`config.mk`:
```
export PLATFORM = sky130hd
export DESIGN_NAME = nx_host_link
export DESIGN_NICKNAME = d
export VERILOG_FILES = /design/src/rtl/nx_link_pkg.sv /design/src/rtl/nx_msg_serializer.sv /design/src/rtl/nx_host_link.sv
export SDC_FILE = /design/constraint.sdc
export NUM_CORES = 1
export LEC_CHECK = 0
export CAP_MARGIN = 20
export CORE_ASPECT_RATIO = 0.8
export CORE_UTILIZATION = 51
export DETAILED_ROUTE_END_ITERATION = 10
export HOLD_SLACK_MARGIN = 0.12
export PLACE_DENSITY = 0.87
export SETUP_SLACK_MARGIN = 0.02
export SYNTH_ARGS = -nofsm -noshare
export SYNTH_HDL_FRONTEND = slang
export SYNTH_HIERARCHICAL = 1
export SYNTH_SLANG_ARGS = --single-unit
```
`constraint.sdc`:
```
create_clock -name clk_i -period 3.7 [get_ports clk_i]
set_clock_uncertainty 0.1 [all_clocks]
set_input_delay 0.74 -clock clk_i [delete_from_list [all_inputs] [get_ports clk_i]]
set_output_delay 0.74 -clock clk_i [all_outputs]
set_load 0.05 [all_outputs]
```
`src/rtl/nx_link_pkg.sv`:
```
// -----------------------------------------------------------------------------
// nx_link_pkg
// Shared types and constants for the host byte-stream link (nx_host_link and
// its serializer). Supplies a default message width when the common header
// has not already defined NX_MESSAGE_WIDTH.
// -----------------------------------------------------------------------------
`ifndef NX_MESSAGE_WIDTH
`define NX_MESSAGE_WIDTH 32
`endif

package nx_link_pkg;

    localparam int unsigned NX_LINK_BYTES = `NX_MESSAGE_WIDTH / 8;

    typedef enum logic [1:0] {
        RX_IDLE,
        RX_ACCUM,
        RX_PRESENT
    } nx_link_rx_state_t;

    typedef enum logic {
        TX_IDLE,
        TX_SEND
    } nx_link_tx_state_t;

    // Controller message payloads (opaque words at this level)
    typedef logic [`NX_MESSAGE_WIDTH-1:0] nx_ctrl_msg_t;
    typedef logic [`NX_MESSAGE_WIDTH-1:0] nx_ctrl_msg_resp_t;

endpackage

```
`src/rtl/nx_msg_serializer.sv`:
```
// -----------------------------------------------------------------------------
// nx_msg_serializer
// Accepts one MSG_WIDTH-bit word and emits it as bytes, MSB first, over a
// valid/ready byte interface. A new word is accepted only from TX_IDLE, so
// word_ready_o rises the cycle after the last byte is taken.
// Ports:
//   clk_i, rst_i        clock, synchronous active-high reset
//   word_i/_valid_i     word input;  word_ready_o high in TX_IDLE
//   byte_o/_valid_o     byte output; byte_ready_i from the consumer
// -----------------------------------------------------------------------------
module nx_msg_serializer
    import nx_link_pkg::*;
#(
    parameter int unsigned MSG_WIDTH = `NX_MESSAGE_WIDTH
) (
    input  logic                 clk_i,
    input  logic                 rst_i,
    input  logic [MSG_WIDTH-1:0] word_i,
    input  logic                 word_valid_i,
    output logic                 word_ready_o,
    output logic [7:0]           byte_o,
    output logic                 byte_valid_o,
    input  logic                 byte_ready_i
);

    localparam int unsigned BYTES = MSG_WIDTH / 8;
    localparam int unsigned IDX_W = $clog2(BYTES);
    localparam logic [IDX_W-1:0] IDX_LAST = IDX_W'(BYTES - 1);

    nx_link_tx_state_t    r_state;
    logic [MSG_WIDTH-1:0] r_sr;
    logic [IDX_W-1:0]     r_idx;
    logic                 r_word_ready;
    logic                 r_byte_valid;
    logic [7:0]           r_byte;

    logic [MSG_WIDTH-1:0] w_sr_shift;

    assign w_sr_shift = r_sr << 8;

    // TX FSM: capture word, then walk bytes out top-first
    always_ff @(posedge clk_i) begin
        if (rst_i) begin
            r_state      <= TX_IDLE;
            r_sr         <= '0;
            r_idx        <= '0;
            r_word_ready <= 1'b1;
            r_byte_valid <= 1'b0;
            r_byte       <= '0;
        end else begin
            case (r_state)
                TX_IDLE: begin
                    if (word_valid_i && r_word_ready) begin
                        r_sr         <= word_i;
                        r_idx        <= '0;
                        r_byte       <= word_i[MSG_WIDTH-1 -: 8];
                        r_byte_valid <= 1'b1;
                        r_word_ready <= 1'b0;
                        r_state      <= TX_SEND;
                    end
                end
                TX_SEND: begin
                    if (byte_ready_i) begin
                        if (r_idx == IDX_LAST) begin
                            r_byte_valid <= 1'b0;
                            r_word_ready <= 1'b1;
                            r_state      <= TX_IDLE;
                        end else begin
                            r_sr   <= w_sr_shift;
                            r_idx  <= r_idx + IDX_W'(1);
                            r_byte <= w_sr_shift[MSG_WIDTH-1 -: 8];
                        end
                    end
                end
                default: r_state <= TX_IDLE;
            endcase
        end
    end

    assign word_ready_o = r_word_ready;
    assign byte_o       = r_byte;
    assign byte_valid_o = r_byte_valid;

endmodule

```
`src/rtl/nx_host_link.sv`:
```
// -----------------------------------------------------------------------------
// nx_host_link
// Byte-stream adapter between the host transport and the controller ports.
//   Inbound : host bytes packed MSB-first into MSG_WIDTH-bit messages; a partial
//             message idle for TIMEOUT cycles is dropped (err_timeout_o pulse).
//   Outbound: controller response words serialised to host bytes, MSB first.
// Ports:
//   clk_i, rst_i                          clock, synchronous active-high reset
//   host_rx_data_i/_valid_i/_ready_o      inbound host bytes
//   host_tx_data_o/_valid_o/_ready_i      outbound host bytes
//   ctrl_data_o/_valid_o/ctrl_ready_i     assembled message to controller
//   resp_data_i/_valid_i/resp_ready_o     response word from controller
//   err_timeout_o                         one-cycle drop pulse
//   rx_busy_o                             partial message held
// -----------------------------------------------------------------------------
module nx_host_link
    import nx_link_pkg::*;
#(
    parameter int unsigned MSG_WIDTH = `NX_MESSAGE_WIDTH,
    parameter int unsigned TIMEOUT   = 1024
) (
    input  logic                 clk_i,
    input  logic                 rst_i,
    input  logic [7:0]           host_rx_data_i,
    input  logic                 host_rx_valid_i,
    output logic                 host_rx_ready_o,
    output logic [7:0]           host_tx_data_o,
    output logic                 host_tx_valid_o,
    input  logic                 host_tx_ready_i,
    output logic [MSG_WIDTH-1:0] ctrl_data_o,
    output logic                 ctrl_valid_o,
    input  logic                 ctrl_ready_i,
    input  logic [MSG_WIDTH-1:0] resp_data_i,
    input  logic                 resp_valid_i,
    output logic                 resp_ready_o,
    output logic                 err_timeout_o,
    output logic                 rx_busy_o
);

    localparam int unsigned BYTES   = MSG_WIDTH / 8;
    localparam int unsigned CNT_W   = $clog2(BYTES + 1);
    localparam bit          TO_EN   = (TIMEOUT != 0);
    localparam int unsigned TO_W    = TO_EN ? $clog2(TIMEOUT + 1) : 1;
    localparam int unsigned TO_LAST = TO_EN ? TIMEOUT - 1 : 0;

    localparam logic [CNT_W-1:0] CNT_FULL = CNT_W'(BYTES);
    localparam logic [TO_W-1:0]  IDLE_MAX = TO_W'(TO_LAST);

    nx_link_rx_state_t    r_state;
    logic [MSG_WIDTH-1:0] r_sr;
    logic [CNT_W-1:0]     r_cnt;
    logic [TO_W-1:0]      r_idle_cnt;
    logic                 r_rx_ready;
    logic                 r_ctrl_valid;
    logic [MSG_WIDTH-1:0] r_ctrl_data;
    logic                 r_err;
    logic                 r_busy;

    logic                 w_rx_fire;
    logic [CNT_W-1:0]     w_cnt_inc;
    logic [MSG_WIDTH-1:0] w_sr_next;

    assign w_rx_fire = host_rx_valid_i && r_rx_ready;
    assign w_cnt_inc = r_cnt + CNT_W'(1);
    // Top byte falls off; new byte enters at the bottom
    assign w_sr_next = MSG_WIDTH'({r_sr, host_rx_data_i});

    // RX FSM: accumulate bytes, present message, drop on inter-byte timeout.
    // The idle counter compares against TIMEOUT-1 so the drop lands exactly
    // when the count would reach TIMEOUT; a byte in that same cycle wins.
    always_ff @(posedge clk_i) begin
        if (rst_i) begin
            r_state      <= RX_IDLE;
            r_sr         <= '0;
            r_cnt        <= '0;
            r_idle_cnt   <= '0;
            r_rx_ready   <= 1'b1;
            r_ctrl_valid <= 1'b0;
            r_ctrl_data  <= '0;
            r_err        <= 1'b0;
            r_busy       <= 1'b0;
        end else begin
            r_err <= 1'b0;
            case (r_state)
                RX_IDLE, RX_ACCUM: begin
                    if (w_rx_fire) begin
                        r_sr       <= w_sr_next;
                        r_cnt      <= w_cnt_inc;
                        r_idle_cnt <= '0;
                        if (w_cnt_inc == CNT_FULL) begin
                            r_state      <= RX_PRESENT;
                            r_ctrl_valid <= 1'b1;
                            r_ctrl_data  <= w_sr_next;
                            r_rx_ready   <= 1'b0;
                            r_busy       <= 1'b0;
                        end else begin
                            r_state <= RX_ACCUM;
                            r_busy  <= 1'b1;
                        end
                    end else if (TO_EN && (r_state == RX_ACCUM)) begin
                        if (r_idle_cnt == IDLE_MAX) begin
                            r_state    <= RX_IDLE;
                            r_sr       <= '0;
                            r_cnt      <= '0;
                            r_idle_cnt <= '0;
                            r_busy     <= 1'b0;
                            r_err      <= 1'b1;
                        end else begin
                            r_idle_cnt <= r_idle_cnt + TO_W'(1);
                        end
                    end
                end
                RX_PRESENT: begin
                    if (ctrl_ready_i) begin
                        r_state      <= RX_IDLE;
                        r_cnt        <= '0;
                        r_ctrl_valid <= 1'b0;
                        r_rx_ready   <= 1'b1;
                    end
                end
                default: r_state <= RX_IDLE;
            endcase
        end
    end

    assign host_rx_ready_o = r_rx_ready;
    assign ctrl_valid_o    = r_ctrl_valid;
    assign ctrl_data_o     = r_ctrl_data;
    assign err_timeout_o   = r_err;
    assign rx_busy_o       = r_busy;

    // Outbound path: response word to host bytes
    nx_msg_serializer #(
        .MSG_WIDTH (MSG_WIDTH)
    ) u_ser (
        .clk_i        (clk_i),
        .rst_i        (rst_i),
        .word_i       (resp_data_i),
        .word_valid_i (resp_valid_i),
        .word_ready_o (resp_ready_o),
        .byte_o       (host_tx_data_o),
        .byte_valid_o (host_tx_valid_o),
        .byte_ready_i (host_tx_ready_i)
    );

endmodule

```
==> out/qor.csv, run 1 <==
metric,value,unit
outcome,"complete, no violations",
CTS Root Cell,clkbuf_16,
Routed Antenna Nets,0,
Initial Util,0.528,
pin count of the biggest net entering global routing,61,
fraction of registers with async set/reset,0,
GRT Total Usage,0.248,
Power Density,551,nW/µm²
die footprint,9800,µm²
port bufs,91,
"Distinct cells, synth",51,
Crit. End Element,primary output,
Antenna Diode Count,0,
Setup Viol. Count Final,0,
clk buf depth,2,
type of origin of the critical path,register,
vias per cell,5.79,
synthesized area,4800,µm²
"Setup Fix Bufs, Post-CTS",0,
crit path DAT,1.65,ns
CTS resizes,0,
Worst Path Buf+Inv,1,
Placement Cell Area,5630,µm²
Avg Synthesized Cell Area,9.99,µm²
io pins,92,
RSZ-0062 raised after global routing,false,
syn_nets,530,
Worst-path clk slew,0.05,ns
Crit Path Max Fanout,6,
cell at the slowest stage of the critical path,clkdlybuf4s50_1,
Placer Congestion,0.841,
final instance area,6270,µm²
grt total ovfl,0,
"CP delay by family, top",buffers and inverters,
Pleak,2.20,nW
antenna violations before repair,0,
DRT Wirelength,11.8,mm
via count,3975,
routed length per instance,17.3,µm
nets,608,
Layout Area Growth over Synthesis,30.8,%
FMAX,402,MHz
vias in the first global route,3941,
final count of pins violating max slew,0,
Die W,110,µm
fin crit period,2.49,ns
Critical Path RT,2.86,ns
Yosys reg bits,113,
top_reg_cell synth,dfxtp_1,
CTS tree,done,
Mapped Cells,480,
post-route clock period utilization,0.673,
Hold WC Path Type,register to register,
dpl hpwl,7.17,mm
final setup TNS,0,ns
worst setup path category,register to primary output,
CTS buffer count,17,
H-tree Lvls,4,
1st-pass router iterations,4,
starting DRC count in detailed routing,219,
Least-Margin Pin Slew,0.655,ns
Final Hold Viols,0,
register area share after synthesis,0.472,
fraction of layout cells with a size suffix above 1,0.158,
synth warn,6,
Hold Buf Count CTS,0,
Num Clock Sinks,113,
# rows,31,
VDD IR-drop max,0.000409,V
first-pass GRT wire length,19.3,mm
Slew HR,0.562,
Die Span Y,88.7,µm
Max-Cap Viols,0,
CP cell instances,clkdlybuf4s50_1,
Core Area,9080,µm²
final core occ,0.691,
# DRC,0,
clock latency on the worst-skew pair,0.40,ns
crit-path max cell delay,0.84,ns
Reg2Reg Setup Slack,1.66,ns
Post-synth EDFFs,0,
-- placed cells by master, fill, tap and decap left out, types with 2 or more instances in the layout --
master             n
buf_4              7
bufinv_16          4
mux2i_1           24
and3b_1            3
clkbuf_16         17
inv_1              3
nand3_1           16
inv_6              2
nor3_2            20
a21o_1             2
clkbuf_8           3
clkinv_2           2
dfxtp_1          112
and3_1             2
a211oi_1           5
clkdlybuf4s50_1   90
a211oi_2          19
o31ai_1            3
a311oi_1           2
nor2_1            12
clkinvlp_4         3
nand3b_1          12
nand2_1           74
nor4b_1            2
xnor2_1            6
nand4_1            3
nand2b_1           4
a21oi_1           49
a22o_1            25
a21oi_2            2
nor3_1            11
ha_1               4
nor4_1             4
-- where the power goes --
group	leakage (nW)	switching, mW	total, mW	internal (mW)
registers	0.922	0.0471	1.32	1.28
clock network	0.309	0.580	1.76	1.18
logic	0.974	0.208	0.372	0.164
-- state kept, by name (all words and copies together), names as in the netlist, 2 cells and up --
signal        count
r_sr             24
ctrl_data_o      32
u_ser/byte_o      8
u_ser/r_sr       24
r_state           2
u_ser/r_idx       2
r_cnt             3
r_idle_cnt       11
-- final cells by class --
cell class	count	area, µm²
Fill cell	672	2800
Sequential cell	113	2260
Multi-Input combinational cell	324	2230
Timing Repair Buffer	99	978
Clock buffer	20	467
Clock inverter	12	179
Tap cell	115	144
Inverter	3	11.3
-- worst paths after layout --
kind | from | depth (start not counted) | end
setup / recovery | host_rx_ready_o | 1 | host_rx_ready_o
hold / removal | ctrl_data_o[19] | 2 | ctrl_data_o[19]
setup reg to reg | r_idle_cnt[0] | 5 | r_idle_cnt[7]
hold reg to reg | ctrl_data_o[19] | 2 | ctrl_data_o[19]
-- layer usage --
layer | up-vias | wire (µm) | track usage
met1 | 1916 | 5210 | 0.307
met5 | - | 0 | 0
met4 | 0 | 247 | 0.116
met3 | 27 | 643 | 0.0616
met2 | 140 | 5750 | 0.413
li1 | 1892 | - | -
-- cell families (layout without fill, tap and decap cells) --
kind of cell,count (synthesis),after routing,synth area share
compound gates,115,115,0.187
simple gates,174,174,0.205
flops,113,113,0.472
xor+xnor,7,7,0.0128
mux,24,24,0.0501
buf+inv,43,134,0.0631
fa+ha+maj,4,4,0.0104
-- cells in the mapped netlist (2+ instances only) --
library cell | count | area, µm²
nor4_1 | 4 | 25.0
a21oi_2 | 2 | 17.5
a211oi_2 | 19 | 238
o31ai_1 | 3 | 22.5
nand2_1 | 74 | 278
inv_1 | 3 | 11.3
nor2_1 | 12 | 45.0
xnor2_1 | 6 | 52.6
nor3_2 | 20 | 200
buf_12 | 2 | 40.0
buf_2 | 12 | 60.1
clkbuf_1 | 12 | 45.0
and3_1 | 2 | 12.5
a22o_1 | 25 | 219
buf_4 | 4 | 30.0
and3b_1 | 3 | 26.3
nand3b_1 | 12 | 90.1
a21oi_1 | 49 | 245
dfxtp_1 | 113 | 2260
a211oi_1 | 5 | 37.5
a311oi_1 | 2 | 17.5
nand4_1 | 3 | 18.8
nand3_1 | 16 | 80.1
a21o_1 | 2 | 15.0
nor3_1 | 11 | 55.1
nand2b_1 | 4 | 25.0
nor4b_1 | 2 | 17.5
ha_1 | 4 | 50.1
mux2i_1 | 24 | 240
buf_6 | 9 | 101
-- per-stage QoR --
step,power [mW],std cells,hold WS (ns),setup WS (ns)
final,3.46,686,0.352,1.21
after global routing,3.55,686,0.371,1.16
after CTS,3.47,686,0.353,1.19
after detailed placement,1.71,654,0.347,1.01
after global placement,1.69,654,0.342,1.10
after floorplan,1.61,480,0.313,1.65
No activity file was read; power rests on OpenSTA's default activity.
==> run 2, diff against run 1 <==
==> constraint.sdc (replaced) <==
create_clock -name clk_i -period 2.6 [get_ports clk_i]
set_clock_uncertainty 0.1 [all_clocks]
set_input_delay 0.52 -clock clk_i [delete_from_list [all_inputs] [get_ports clk_i]]
set_output_delay 0.52 -clock clk_i [all_outputs]
set_load 0.05 [all_outputs]
==> run 2 against run 1 <==
Routed wire length decreased by 2.8%. Die area did not move. Via count is 1.7% lower. Final area barely moved. Count of clock-buffer cells in the layout fell by 1. Clock power up 32%. Sequential cell count unchanged. Total power rose by 37%. Critical path depth is the same. Non-clock buffer count is 6 higher. Core utilization increased by 0.069 points.
==> out/qor.csv, run 2 (synthesis gave the netlist of run 1 again) <==
metric,value,unit,change
outcome,"complete, no violations",,
RSZ-0062 raised after global routing,false,,
number of flip-flops in the largest register,32,,unchanged
final worst slack,0.332,ns,-0.880 ns
final core occ,0.692,,about the same
1st-pass router iterations,4,,unchanged
cell at the slowest stage of the critical path,clkdlybuf4s50_1,,
Reg2Reg Setup Slack,0.57,ns,-1.09 ns
final cell count without fillers,692,,+0.87%
VDD IR-drop max,0.000486,V,+19%
Die W,110,µm,unchanged
# fillers,669,,-0.45%
worst setup path category,register to primary output,,
Power Density,755,nW/µm²,+37%
routed length per instance,16.6,µm,-3.7%
port bufs,91,,unchanged
grt total ovfl,0,,unchanged
CTS resizes,0,,unchanged
antenna violations before repair,0,,unchanged
Design Power,4.74,mW,+37%
Routed Antenna Nets,0,,unchanged
CTS Root Cell,clkbuf_16,,
crit-path max cell delay,0.84,ns,about the same
CP cell instances,clkdlybuf4s50_1,,
Initial Util,0.528,,unchanged
Crit Path Max Fanout,6,,unchanged
worst r2r path cells,3,,-2
Slew HR,0.402,,-0.160
CTS tree,done,,
Hold Crit Depth,2,,unchanged
Worst Hold End,ctrl_data_o[28],,
RR Endpoint,r_sr[7],,
vias per cell,5.65,,-2.5%
clk buf depth,2,,unchanged
fraction of layout cells with a size suffix above 1,0.163,,+0.00529
type of origin of the critical path,register,,
Placement Cell Area,5690,µm²,+1.0%
pin count of the biggest net entering global routing,55,,-9.8%
clock latency on the worst-skew pair,0.41,ns,about the same
first-pass GRT wire length,18.9,mm,-2.1%
final count of pins violating max slew,0,,unchanged
pre-CTS WS,0.0930,ns,-0.919 ns
GRT Total Usage,0.244,,-0.00374
Antenna Diode Count,0,,unchanged
Critical Path RT,1.98,ns,-0.88 ns
Least-Margin Pin Slew,0.897,ns,+0.242 ns
FF-to-FF Start,r_state[1],,
H-tree Lvls,4,,unchanged
"CP delay by family, top",buffers and inverters,,
Setup Viol. Count Final,0,,unchanged
DRT Wirelength,11.5,mm,-2.8%
DP Cell Count,660,,+0.92%
Num Clock Sinks,113,,unchanged
# rows,31,,unchanged
CTS buffer count,17,,unchanged
post-route clock period utilization,0.872,,
die footprint,9800,µm²,unchanged
final setup TNS,0,ns,unchanged
Hold Buf Count CTS,0,,unchanged
Max-Cap Viols,0,,unchanged
io pins,92,,unchanged
Die Span Y,88.7,µm,unchanged
final instance area,6280,µm²,about the same
# DRC,0,,unchanged
Crit. End Element,primary output,,
"Setup Fix Bufs, Post-CTS",0,,unchanged
Final Hold Viols,0,,unchanged
Pleak,2.21,nW,about the same
FMAX,441,MHz,
Hold WC Path Type,register to register,,
Placer Congestion,0.914,,+8.7%
Layout Area Growth over Synthesis,30.9,%,about the same
most frequent cells in the layout,"dfxtp_1, clkdlybuf4s50_1, nand2_1",,
worst hold slack,0.355,ns,+0.00319 ns
"most common cell after layout, fill and taps aside",dfxtp_1,,
beginning of the critical path,host_rx_ready_o,,
via count,3909,,-1.7%
crit path DAT,1.65,ns,about the same
Worst-path clk slew,0.05,ns,about the same
starting DRC count in detailed routing,288,,+32%
dpl hpwl,7.17,mm,about the same
vias in the first global route,3896,,-1.1%
fin crit period,2.27,ns,
hold_sp,ctrl_data_o[28],,
Worst Path Buf+Inv,1,,unchanged
nets,614,,+0.99%
Core Area,9080,µm²,unchanged
run 2: worst max-delay path by stage:
stage	to	depth (start not counted)	slack (ns)
after CTS	host_rx_ready_o	1	0.32
after global routing	host_rx_ready_o	1	0.27
after global placement	r_sr[18]	5	0.16
after detailed placement	r_sr[13]	5	0.09
after floorplan	r_sr[16]	7	0.55
final	host_rx_ready_o	1	0.33
run 2: final cells by class:
| cell class | count | area [µm²] | share of cell area |
|---|---|---|---|
| sequential | 113 | 2260 | 0.360 |
| multi-input combinational | 324 | 2230 | 0.355 |
| timing repair buffer | 105 | 1040 | 0.165 |
| clock buffer | 19 | 433 | 0.0689 |
| clock inverter | 13 | 161 | 0.0257 |
| tap | 115 | 144 | 0.0229 |
| inverter | 3 | 11.3 | 0.00179 |
run 2: per-layer routing:
metal	wire length, µm	global-route usage	share of wire
met5	0	0	0
met4	138	0.0921	0.012
met3	657	0.0767	0.057
met2	5450	0.391	0.47
met1	5270	0.312	0.46
run 2: report_power, final:
| part | total [mW] | leakage [nW] | internal (mW) | switching (mW) |
|---|---|---|---|---|
| logic | 0.527 | 1.00 | 0.243 | 0.284 |
| registers | 1.89 | 0.922 | 1.81 | 0.0738 |
| clock network | 2.33 | 0.280 | 1.51 | 0.822 |
| total | 4.74 | 2.21 | 3.56 | 1.18 |
